==> src/rtl/axi_dma_pkg.sv <==
// ============================================================================
// Module : axi_dma_pkg
// Brief  : Shared AXI constants, read FSM state type and helper function.
// Rev    : 1.0 - initial release
// ============================================================================
`default_nettype none

package axi_dma_pkg;

    localparam logic [1:0] AXI_BURST_INCR  = 2'b01;
    localparam int         RESP_SLVERR_BIT = 1;
    localparam int         BOUNDARY_4K     = 4096;

    typedef enum logic [1:0] {
        ST_IDLE = 2'd0,
        ST_ADDR = 2'd1,
        ST_DATA = 2'd2,
        ST_DONE = 2'd3
    } rd_state_t;

    function automatic int clog2(input int value);
        int r;
        r = 0;
        for (int i = 0; i < 31; i++) begin
            if ((1 << i) < value) r = i + 1;
        end
        return r;
    endfunction

endpackage

`default_nettype wire

==> src/rtl/axi_burst_calc.sv <==
// ============================================================================
// Module : axi_burst_calc
// Brief  : Combinational burst length = min(beats left, max burst, 4 KB room).
// Rev    : 1.0 - initial release
// ============================================================================
`default_nettype none

module axi_burst_calc
    import axi_dma_pkg::*;
#(
    parameter int BEATS_WIDTH   = 32,
    parameter int BPB_LOG2      = 2,
    parameter int MAX_BURST_LEN = 16
) (
    input  logic [11:0]            i_addr_low,
    input  logic [BEATS_WIDTH-1:0] i_beats_rem,
    output logic [8:0]             o_blen
);

    logic [12:0] w_page_room;
    logic [12:0] w_room_beats;
    logic [12:0] w_cap;

    always_comb begin
        // Address is beat aligned, so at least one beat of room always remains.
        w_page_room  = 13'(BOUNDARY_4K) - {1'b0, i_addr_low};
        w_room_beats = w_page_room >> BPB_LOG2;
        w_cap        = (w_room_beats < 13'(MAX_BURST_LEN)) ? w_room_beats : 13'(MAX_BURST_LEN);
        if (i_beats_rem < BEATS_WIDTH'(w_cap)) begin
            o_blen = 9'(i_beats_rem);
        end else begin
            o_blen = 9'(w_cap);
        end
    end

endmodule

`default_nettype wire

==> src/rtl/axi_burst_read_master.sv <==
// ============================================================================
// Module : axi_burst_read_master
// Brief  : AXI4 INCR burst read master feeding a FIFO; optional stall counter
//          enabled by macro AXI_RD_PERF_CNT_EN.
// Rev    : 1.0 - initial release
// ============================================================================
`default_nettype none

module axi_burst_read_master
    import axi_dma_pkg::*;
#(
    parameter int C_M_AXI_ADDR_WIDTH = 32,
    parameter int C_M_AXI_DATA_WIDTH = 32,
    parameter int C_M_AXI_ID_WIDTH   = 1,
    parameter int C_MAX_BURST_LEN    = 16,
    parameter int C_LEN_WIDTH        = 32
) (
    input  logic                          clk,
    input  logic                          reset,
    input  logic                          i_start,
    input  logic [C_M_AXI_ADDR_WIDTH-1:0] i_src_addr,
    input  logic [C_LEN_WIDTH-1:0]        i_total_len,
    output logic                          o_busy,
    output logic                          o_read_done,
    output logic                          o_error,
    output logic                          o_fifo_push,
    output logic [C_M_AXI_DATA_WIDTH-1:0] o_r_data,
    input  logic                          i_fifo_full,
`ifdef AXI_RD_PERF_CNT_EN
    output logic [31:0]                   o_stall_cycles,
`endif
    output logic [C_M_AXI_ID_WIDTH-1:0]   m_axi_arid,
    output logic [C_M_AXI_ADDR_WIDTH-1:0] m_axi_araddr,
    output logic [7:0]                    m_axi_arlen,
    output logic [2:0]                    m_axi_arsize,
    output logic [1:0]                    m_axi_arburst,
    output logic                          m_axi_arvalid,
    input  logic                          m_axi_arready,
    input  logic [C_M_AXI_DATA_WIDTH-1:0] m_axi_rdata,
    input  logic [1:0]                    m_axi_rresp,
    input  logic                          m_axi_rlast,
    input  logic                          m_axi_rvalid,
    output logic                          m_axi_rready
);

    localparam int c_BPB_LOG2 = clog2(C_M_AXI_DATA_WIDTH / 8);
    localparam logic [C_M_AXI_ADDR_WIDTH-1:0] c_ADDR_MASK =
        ~C_M_AXI_ADDR_WIDTH'((1 << c_BPB_LOG2) - 1);

    rd_state_t                   r_state;
    rd_state_t                   w_next_state;
    logic [C_M_AXI_ADDR_WIDTH-1:0] r_addr;
    logic [C_LEN_WIDTH-1:0]      r_beats_rem;
    logic [8:0]                  r_beat_cnt;
    logic                        r_error;
    logic [8:0]                  w_blen;
    logic                        w_beat;
    logic                        w_last_beat;
    logic                        w_resp_err;
    logic [C_LEN_WIDTH-1:0]      w_beats_after;

    axi_burst_calc #(
        .BEATS_WIDTH   (C_LEN_WIDTH),
        .BPB_LOG2      (c_BPB_LOG2),
        .MAX_BURST_LEN (C_MAX_BURST_LEN)
    ) u_calc (
        .i_addr_low  (r_addr[11:0]),
        .i_beats_rem (r_beats_rem),
        .o_blen      (w_blen)
    );

    assign w_beat        = m_axi_rvalid && m_axi_rready;
    assign w_last_beat   = w_beat && (r_beat_cnt == (w_blen - 9'd1));
    assign w_resp_err    = |(m_axi_rresp & (2'b01 << RESP_SLVERR_BIT));
    assign w_beats_after = r_beats_rem - C_LEN_WIDTH'(w_blen);

    always_ff @(posedge clk) begin
        if (reset) begin
            r_state     <= ST_IDLE;
            r_addr      <= '0;
            r_beats_rem <= '0;
            r_beat_cnt  <= '0;
            r_error     <= 1'b0;
        end else begin
            r_state <= w_next_state;
            case (r_state)
                ST_IDLE: begin
                    if (i_start) begin
                        r_addr      <= i_src_addr & c_ADDR_MASK;
                        r_beats_rem <= i_total_len >> c_BPB_LOG2;
                        r_beat_cnt  <= '0;
                        r_error     <= 1'b0;
                    end
                end
                ST_DATA: begin
                    if (w_beat) begin
                        // Protocol faults are flagged but the burst still completes.
                        if (w_resp_err || (m_axi_rlast != w_last_beat)) r_error <= 1'b1;
                        if (w_last_beat) begin
                            r_addr      <= r_addr + (C_M_AXI_ADDR_WIDTH'(w_blen) << c_BPB_LOG2);
                            r_beats_rem <= w_beats_after;
                            r_beat_cnt  <= '0;
                        end else begin
                            r_beat_cnt <= r_beat_cnt + 9'd1;
                        end
                    end
                end
                default: ;
            endcase
        end
    end

    always_comb begin
        w_next_state = r_state;
        case (r_state)
            ST_IDLE: begin
                if (i_start) begin
                    w_next_state = ((i_total_len >> c_BPB_LOG2) == '0) ? ST_DONE : ST_ADDR;
                end
            end
            ST_ADDR: if (m_axi_arready) w_next_state = ST_DATA;
            ST_DATA: begin
                if (w_last_beat) w_next_state = (w_beats_after == '0) ? ST_DONE : ST_ADDR;
            end
            ST_DONE: w_next_state = ST_IDLE;
            default: w_next_state = ST_IDLE;
        endcase
    end

    assign m_axi_arid    = '0;
    assign m_axi_arvalid = (r_state == ST_ADDR);
    assign m_axi_araddr  = m_axi_arvalid ? r_addr : '0;
    assign m_axi_arlen   = m_axi_arvalid ? 8'(w_blen - 9'd1) : 8'd0;
    assign m_axi_arsize  = 3'(c_BPB_LOG2);
    assign m_axi_arburst = AXI_BURST_INCR;
    assign m_axi_rready  = (r_state == ST_DATA) && !i_fifo_full;
    assign o_fifo_push   = w_beat;
    assign o_r_data      = m_axi_rdata;
    assign o_busy        = (r_state == ST_ADDR) || (r_state == ST_DATA);
    assign o_read_done   = (r_state == ST_DONE);
    assign o_error       = r_error;

`ifdef AXI_RD_PERF_CNT_EN
    logic [31:0] r_stall_cycles;
    logic        w_stall;

    assign w_stall = ((r_state == ST_DATA) && m_axi_rvalid && i_fifo_full) ||
                     ((r_state == ST_ADDR) && !m_axi_arready);

    always_ff @(posedge clk) begin
        if (reset) begin
            r_stall_cycles <= '0;
        end else if ((r_state == ST_IDLE) && i_start) begin
            r_stall_cycles <= '0;
        end else if (w_stall && (r_stall_cycles != 32'hFFFF_FFFF)) begin
            r_stall_cycles <= r_stall_cycles + 32'd1;
        end
    end

    assign o_stall_cycles = r_stall_cycles;
`endif

endmodule

`default_nettype wire
==> config.mk <==
export PLATFORM = sky130hd
export DESIGN_NAME = axi_burst_read_master
export DESIGN_NICKNAME = d
export VERILOG_FILES = /design/src/rtl/axi_dma_pkg.sv /design/src/rtl/axi_burst_calc.sv /design/src/rtl/axi_burst_read_master.sv
export SDC_FILE = /design/constraint.sdc
export NUM_CORES = 1
export LEC_CHECK = 0
export ABC_CLOCK_PERIOD_IN_PS = 7850
export CAP_MARGIN = 20
export CORE_MARGIN = 4
export CORE_UTILIZATION = 50
export DETAILED_ROUTE_END_ITERATION = 12
export HOLD_SLACK_MARGIN = 0.1
export PLACE_DENSITY_LB_ADDON = 0.12
export REMOVE_ABC_BUFFERS = 1
export SYNTH_ARGS = -nofsm -noshare
export SYNTH_HDL_FRONTEND = slang
export SYNTH_SLANG_ARGS = --single-unit
export TNS_END_PERCENT = 50
==> constraint.sdc <==
create_clock -name clk -period 7.85 [get_ports clk]
set_clock_uncertainty 0.05 [all_clocks]
set_input_delay 1.1775 -clock clk [delete_from_list [all_inputs] [get_ports clk]]
set_output_delay 1.1775 -clock clk [all_outputs]
set_load 0.005 [all_outputs]
# After elaboration in Yosys (flattened, before gate mapping)
# Cells that the tools add are included.
# Widths: inputs -> output; s select.
dict set report word_totals {
  inputBits 105
  ff_bits 76
  output_inout_bits 84
}
dict set report op_classes {
  magnitude_cmp 2
  eq_ne 10
  n_reduce_logical 14
  mux 26
  n_addsub 5
}
# op n
set ops {}
lappend ops {{$mux 32} 7}
lappend ops {{$pmux 32 s2} 2}
lappend ops {{$logic_not 32->1} 2}
lappend ops {{$mux 9} 4}
lappend ops {{$add 32x11->32} 1}
lappend ops {{$lt 32x13->1} 1}
lappend ops {{$sub 32x9->32} 1}
lappend ops {{$pmux 9 s2} 1}
lappend ops {{$sub 13x12->13 const A} 1}
lappend ops {{$lt 11x5->1 const B} 1}
lappend ops {{$mux 11} 1}
lappend ops {{$mux 2} 5}
lappend ops {{$add 9x1->9 const B} 1}
lappend ops {{$eq 9x9->1} 1}
lappend ops {{$sub 9x1->9 const B} 1}
lappend ops {{$mux 8} 1}
lappend ops {{$ne 2x2->1 const B} 4}
lappend ops {{$pmux 2 s4} 1}
lappend ops {{$reduce_and 4->1} 2}
lappend ops {{$reduce_and 3->1} 2}
lappend ops {{$eq 2x2->1 const B} 2}
lappend ops {{$logic_and 1x1->1} 3}
lappend ops {{$mux 1} 3}
lappend ops {{$eq 2x1->1 const B} 1}
lappend ops {{other kinds (7)} 8}

# Depth between registers and ports, before layout
dict set report logic_depth {
  ltp_word 13
  depth_mapped 34
  mapped_depth_nobuf 29
}

# Cells and area by module
# A second synthesis with hierarchy kept.
dict set report hier_totals {
  cells_unflattened 872
  hier_area_um2 6618.8
}
# module n_inst area_per_inst_um2 seq_area_each_um2 cells_each
set by_module_without_submodules {}
lappend by_module_without_submodules {axi_burst_read_master 1 6139.6 1481.4 805}
lappend by_module_without_submodules {axi_burst_calc 1 479.2 0.0 67}

# Worst setup path before layout
# No wires, ideal clock.
dict set report synth_timing {
  path_type {flip-flop to flip-flop}
  startpoint {register r_addr[2]}
  endpoint {register r_addr[26]}
  synth_period_minus_slack_ps 6765
  path_slack_ps 1085
  n_path_buf 6
  required_time_ps 7660
  setup_ps 140
  arrival_ps 6575
  stages_incl_launch_ff 34
  cell_sequence {dfxtp_1 buf_2 inv_1 ha_1 or3b_2 a211o_1 a22o_2 clkinv_2 clkbuf_1 nand2_1 ha_1 o211ai_1 nor2_1 a31oi_1 nand3b_1 a21boi_4 buf_2 clkbuf_1 buf_1 o21ai_0 fa_1 a21o_1 a21oi_1 o21bai_1 a21oi_1 o21bai_1 a21oi_1 nor2b_1 o21ai_0 clkbuf_1 nor2_1 a22o_1 a21oi_1 a211oi_2}
}
dict set report synth_via {
  elab_chain_len 10
  elab_cells_between_ends 14
  cone_classes {add/sub (3); order compare (2); eq/ne (2); mux (5); reduce/logical (2)}
}
# item line
set synth_rtl {}
lappend synth_rtl {{start: declaration} axi_burst_read_master.sv:52} ;# logic [C_M_AXI_ADDR_WIDTH-1:0] r_addr;
lappend synth_rtl {{start signal: assignment} axi_burst_read_master.sv:89} ;# r_addr <= i_src_addr & c_ADDR_MASK;
lappend synth_rtl {{start signal: assignment} axi_burst_read_master.sv:100} ;# r_addr <= r_addr + (C_M_AXI_ADDR_WIDTH'(w_blen) << c_BPB_LOG2);
lappend synth_rtl {{$sub 13x12->13} axi_burst_calc.sv:26} ;# w_page_room = 13'(BOUNDARY_4K) - {1'b0, i_addr_low};
lappend synth_rtl {{$lt 11x5->1} axi_burst_calc.sv:28} ;# w_cap = (w_room_beats < 13'(MAX_BURST_LEN)) ? w_room_beats : 13'(MAX_BURST_LEN);
lappend synth_rtl {{$mux 11} axi_burst_calc.sv:28}
lappend synth_rtl {{$lt 32x13->1} axi_burst_calc.sv:29} ;# if (i_beats_rem < BEATS_WIDTH'(w_cap)) begin
lappend synth_rtl {{$mux 9} axi_burst_calc.sv:29}
lappend synth_rtl {{$sub 9x1->9} n/a}
lappend synth_rtl {{$eq 9x9->1} axi_burst_read_master.sv:73} ;# assign w_last_beat = w_beat && (r_beat_cnt == (w_blen - 9'd1));
lappend synth_rtl {{$logic_and 1x1->1} axi_burst_read_master.sv:73}
lappend synth_rtl {{$ne 2x2->1 (no source line)} n/a}
lappend synth_rtl {{$reduce_and 4->1 (no source line)} n/a}
# Several ways; a longest one is shown, not always the timed one. The select of a mux whose other input is x is not followed.
# A chain may end at the register's enable or synchronous reset.

# Worst setup path in the final report
dict set report layout_timing {
  startpoint {register r_addr[3]}
  endpoint {register r_state[1]}
}
dict set report layout_via {
  elab_chain_len 10
  elab_cells_between_ends 15
  cone_classes {add/sub (3); order compare (2); eq/ne (2); mux (5); reduce/logical (3)}
}
# item line
set layout_rtl {}
lappend layout_rtl {{$sub 13x12->13 (*)} axi_burst_calc.sv:26}
lappend layout_rtl {{$lt 11x5->1} axi_burst_calc.sv:28}
lappend layout_rtl {{$mux 11 (*)} axi_burst_calc.sv:28}
lappend layout_rtl {{$lt 32x13->1} axi_burst_calc.sv:29}
lappend layout_rtl {{$mux 9 (*)} axi_burst_calc.sv:29}
lappend layout_rtl {{$sub 32x9->32 / $sub 9x1->9 (equally long branches)} n/a}
lappend layout_rtl {{$logic_not 32->1 / $eq 9x9->1 (equally long branches)} {axi_burst_read_master.sv:123, axi_burst_read_master.sv:73}}
lappend layout_rtl {{$mux 2 / $logic_and 1x1->1 (equally long branches)} {axi_burst_read_master.sv:123, axi_burst_read_master.sv:73}}
lappend layout_rtl {{$mux 2 / $ne 2x2->1 (equally long branches)} n/a}
lappend layout_rtl {{$pmux 2 s4 / $reduce_and 3->1 (equally long branches)} n/a}
lappend layout_rtl {{end signal: assignment} axi_burst_read_master.sv:85} ;# r_state <= w_next_state;
lappend layout_rtl {{end: declaration} axi_burst_read_master.sv:50} ;# rd_state_t r_state;
# Every way passes the cells marked *; elsewhere a longest branch is shown, timed or not. The select of a mux whose other input is x is not followed.

==> metrics.txt <==
NumNets Final=~1200; Hold WC Path Type=reg -> reg; core area=roughly 14000 um^2; Final Hold Violating Endpoints=0; met3 usage=between 10 and 15%; cell-internal power=1100 uW; Period Utilization, post-route=approximately nine tenths; met1 GRT Util=between 30% and 40%; DRT Wirelength=between 20000 and 25000 um; Final GP Congestion=0.957; CP Capture Type=register; hpwl dp=between 15000 and 20000 um; clock power share=a little over a fifth; CTS tree=done; Final setup viols=0; Critical Path Max Stage Delay=roughly 0.5 ns; grt ovf=0; Psw=a little under 900 uW; Setup WS post-layout=between 0.7 and 0.8 ns; Critical Path RT=8.06 ns; post-synthesis cell count=between 900 and 1000; max_cap viols=0; Post-CTS Hold Buffers=0; post-layout util=~60%; setup TNS=0 ns; WP data arrival=7.33 ns; Clock Pin Slew Worst Setup and Hold Paths=~0.070 ns; Longest Clk Path Bufs=2; DR vias/cell=between 6 and 7; Antenna Violating Nets Remaining=0; Synth Area per Inst=between 7 and 8 um^2; Critical-path top delay cell=a2111oi_0; IR Drop Worst-Case VDD=121 uV; Vert. Die Dim=between 100 and 150 um; Setup WS pre-CTS=approximately 1.0 ns; FFs w/ async S/R, synth=0%; Worst Reg-to-Reg Cells=28; Clk Latency, worst-skew pair=around 0.36 ns; Seq pwr share=28.4%; critical path type=reg -> reg; RSZ-0062 raised after global routing=false; Final Max Slew Viols=0; vias=about 7500; io pins=between 150 and 200; Post-route DRC=0; EDFF count, synth=0; Ys Warns=0; Area Overhead vs Synth=17.6%; prevailing post-synth register cell=dfxtp_1; I/O Buffers=approximately 110; crit path max fanout=18; Power per Cell Area=238 nW/um^2; H-tree depth=3; # resized after CTS=0; relative slew slack=between 30% and 40%; synth unique cells=between 80 and 90; Initial Util=~51%; leakage=roughly 0.0030 uW; slew at the pin with the worst max-slew slack=between 0.9 and 1 ns; initial DRC count=716; Avg WL per Cell=just under 20 um; fin crit period=between 7 and 8 ns; die area=approximately 16000 um^2; Gate power share=approximately half; Detailed Routing Iterations Pass 1=6; Num CTS Buffers=9; Max Clock Freq=roughly 140 MHz; vias in the first global route=approximately 6700; highest-count cells in the layout ignoring fill and taps=clkdlybuf4s50_1 (110), nand2_1 (98), nor2_1 (85); fill count=~1300; FF+latch count, synth=between 70 and 80; DIE WIDTH=approximately 130 um; row count=43; Startpoint Class=register; switching share of power=between 40% and 50%; Root Driver=clkbuf_16; status=finished, final reports clean; post-CTS setup buffer count=0; sequential share of the synthesized area=between 20% and 30%; largest net degree at the start of global routing=around 90; commonest non-fill, non-tap cell in the layout=clkdlybuf4s50_1; cell mode on critical path=ha_1; met2 Resource Use GR=around two fifths; Worst Hold Depth=2; Netlist Area Pre-Place=~7100 um^2; All-Layer GR Usage=27.7%; CTS sink cnt=74; hold_ws=approximately 0.44 ns; first-pass GRT wire length=roughly 36000 um; initial antenna violation count=0; antenna cell count=0; grt peak-use layer=met2; layout cells sized above 1=about 7.5%
-- Yosys cell counts (all sizes together) (16+ instances only) --
cell type | count | area [um^2]
a21oi | 84 | 424
ha | 28 | 350
nand3 | 29 | 145
nor3 | 39 | 206
or3 | 16 | 105
inv | 27 | 101
a211oi | 30 | 315
dfxtp | 74 | 1480
clkbuf | 51 | 191
buf | 58 | 422
xnor2 | 25 | 219
nor2 | 85 | 319
nand2 | 98 | 368
o211ai | 17 | 128
nor4 | 23 | 150
and2 | 33 | 206
o21ai | 50 | 254
-- flip-flops by register name (all words and copies together) (netlist names) --
| register | cells |
|---|---|
| o_error | 1 |
| r_addr | 30 |
| r_beat_cnt | 9 |
| r_beats_rem | 32 |
| r_state | 2 |
-- routing by layer --
metal / wire [um] / vias up
met5: 46 / -
met3: 2480 / 32
met1: 10500 / 3455
li1: - / 3617
met4: 286 / 2
met2: 9970 / 392
-- power by group through the flow --
stage	Sequential (uW)	Clock, uW	Combinational (uW)
finish	563	436	984
global route	575	455	1080
CTS	558	442	970
detailed placement	567	0	963
global placement	566	0	959
floorplan	535	0	647
-- critical path, delay by kind of cell, from the launching register on --
| kind | cells | cell delay (ns) |
|---|---|---|
| adder cells (fa/ha/maj) | 4 | 1.21 |
| flip-flops | 1 | 0.40 |
| multiplexers | 1 | 0.27 |
| AO/OA/AOI/OAI | 10 | 2.27 |
| AND/OR/NAND/NOR | 9 | 2.15 |
| buffers and inverters | 4 | 0.65 |
-- final timing paths --
path	startpoint	end	slack (ns)
worst min-delay path	r_beats_rem[30]	r_beats_rem[30]	0.44
worst max register to register	r_addr[3]	r_state[1]	0.74
worst min register to register	r_beats_rem[30]	r_beats_rem[30]	0.44
worst max-delay path	r_addr[3]	r_state[1]	0.74
-- per-stage QoR --
stage          area [um^2]  instances  total power (uW)
6_report              8340       1207              1980
5_1_grt               8340       1207              2110
4_1_cts               8330       1206              1970
3_5_place_dp          8030       1190              1530
3_3_place_gp          8030       1190              1520
2_1_floorplan         6530        880              1180
-- kinds of logic after synthesis --
kind of cell             share of synthesized area (%)
adder cells (fa/ha/maj)                           5.36
XOR/XNOR                                          4.57
AND/OR/NAND/NOR                                   28.4
multiplexers                                      2.45
AO/OA/AOI/OAI                                     28.1
flip-flops                                        20.9
other                                            0.106
buffers and inverters                             10.1
-- layout make-up --
type | count | area [um^2] | area share, %
Clock buffer | 12 | 246 | 2.95
Inverter | 28 | 106 | 1.27
Sequential cell | 74 | 1480 | 17.8
Clock inverter | 4 | 51.3 | 0.615
Tap cell | 180 | 225 | 2.70
Timing Repair Buffer | 131 | 1280 | 15.3
Multi-Input combinational cell | 778 | 4960 | 59.4
No activity file was read; power rests on OpenSTA's default activity.
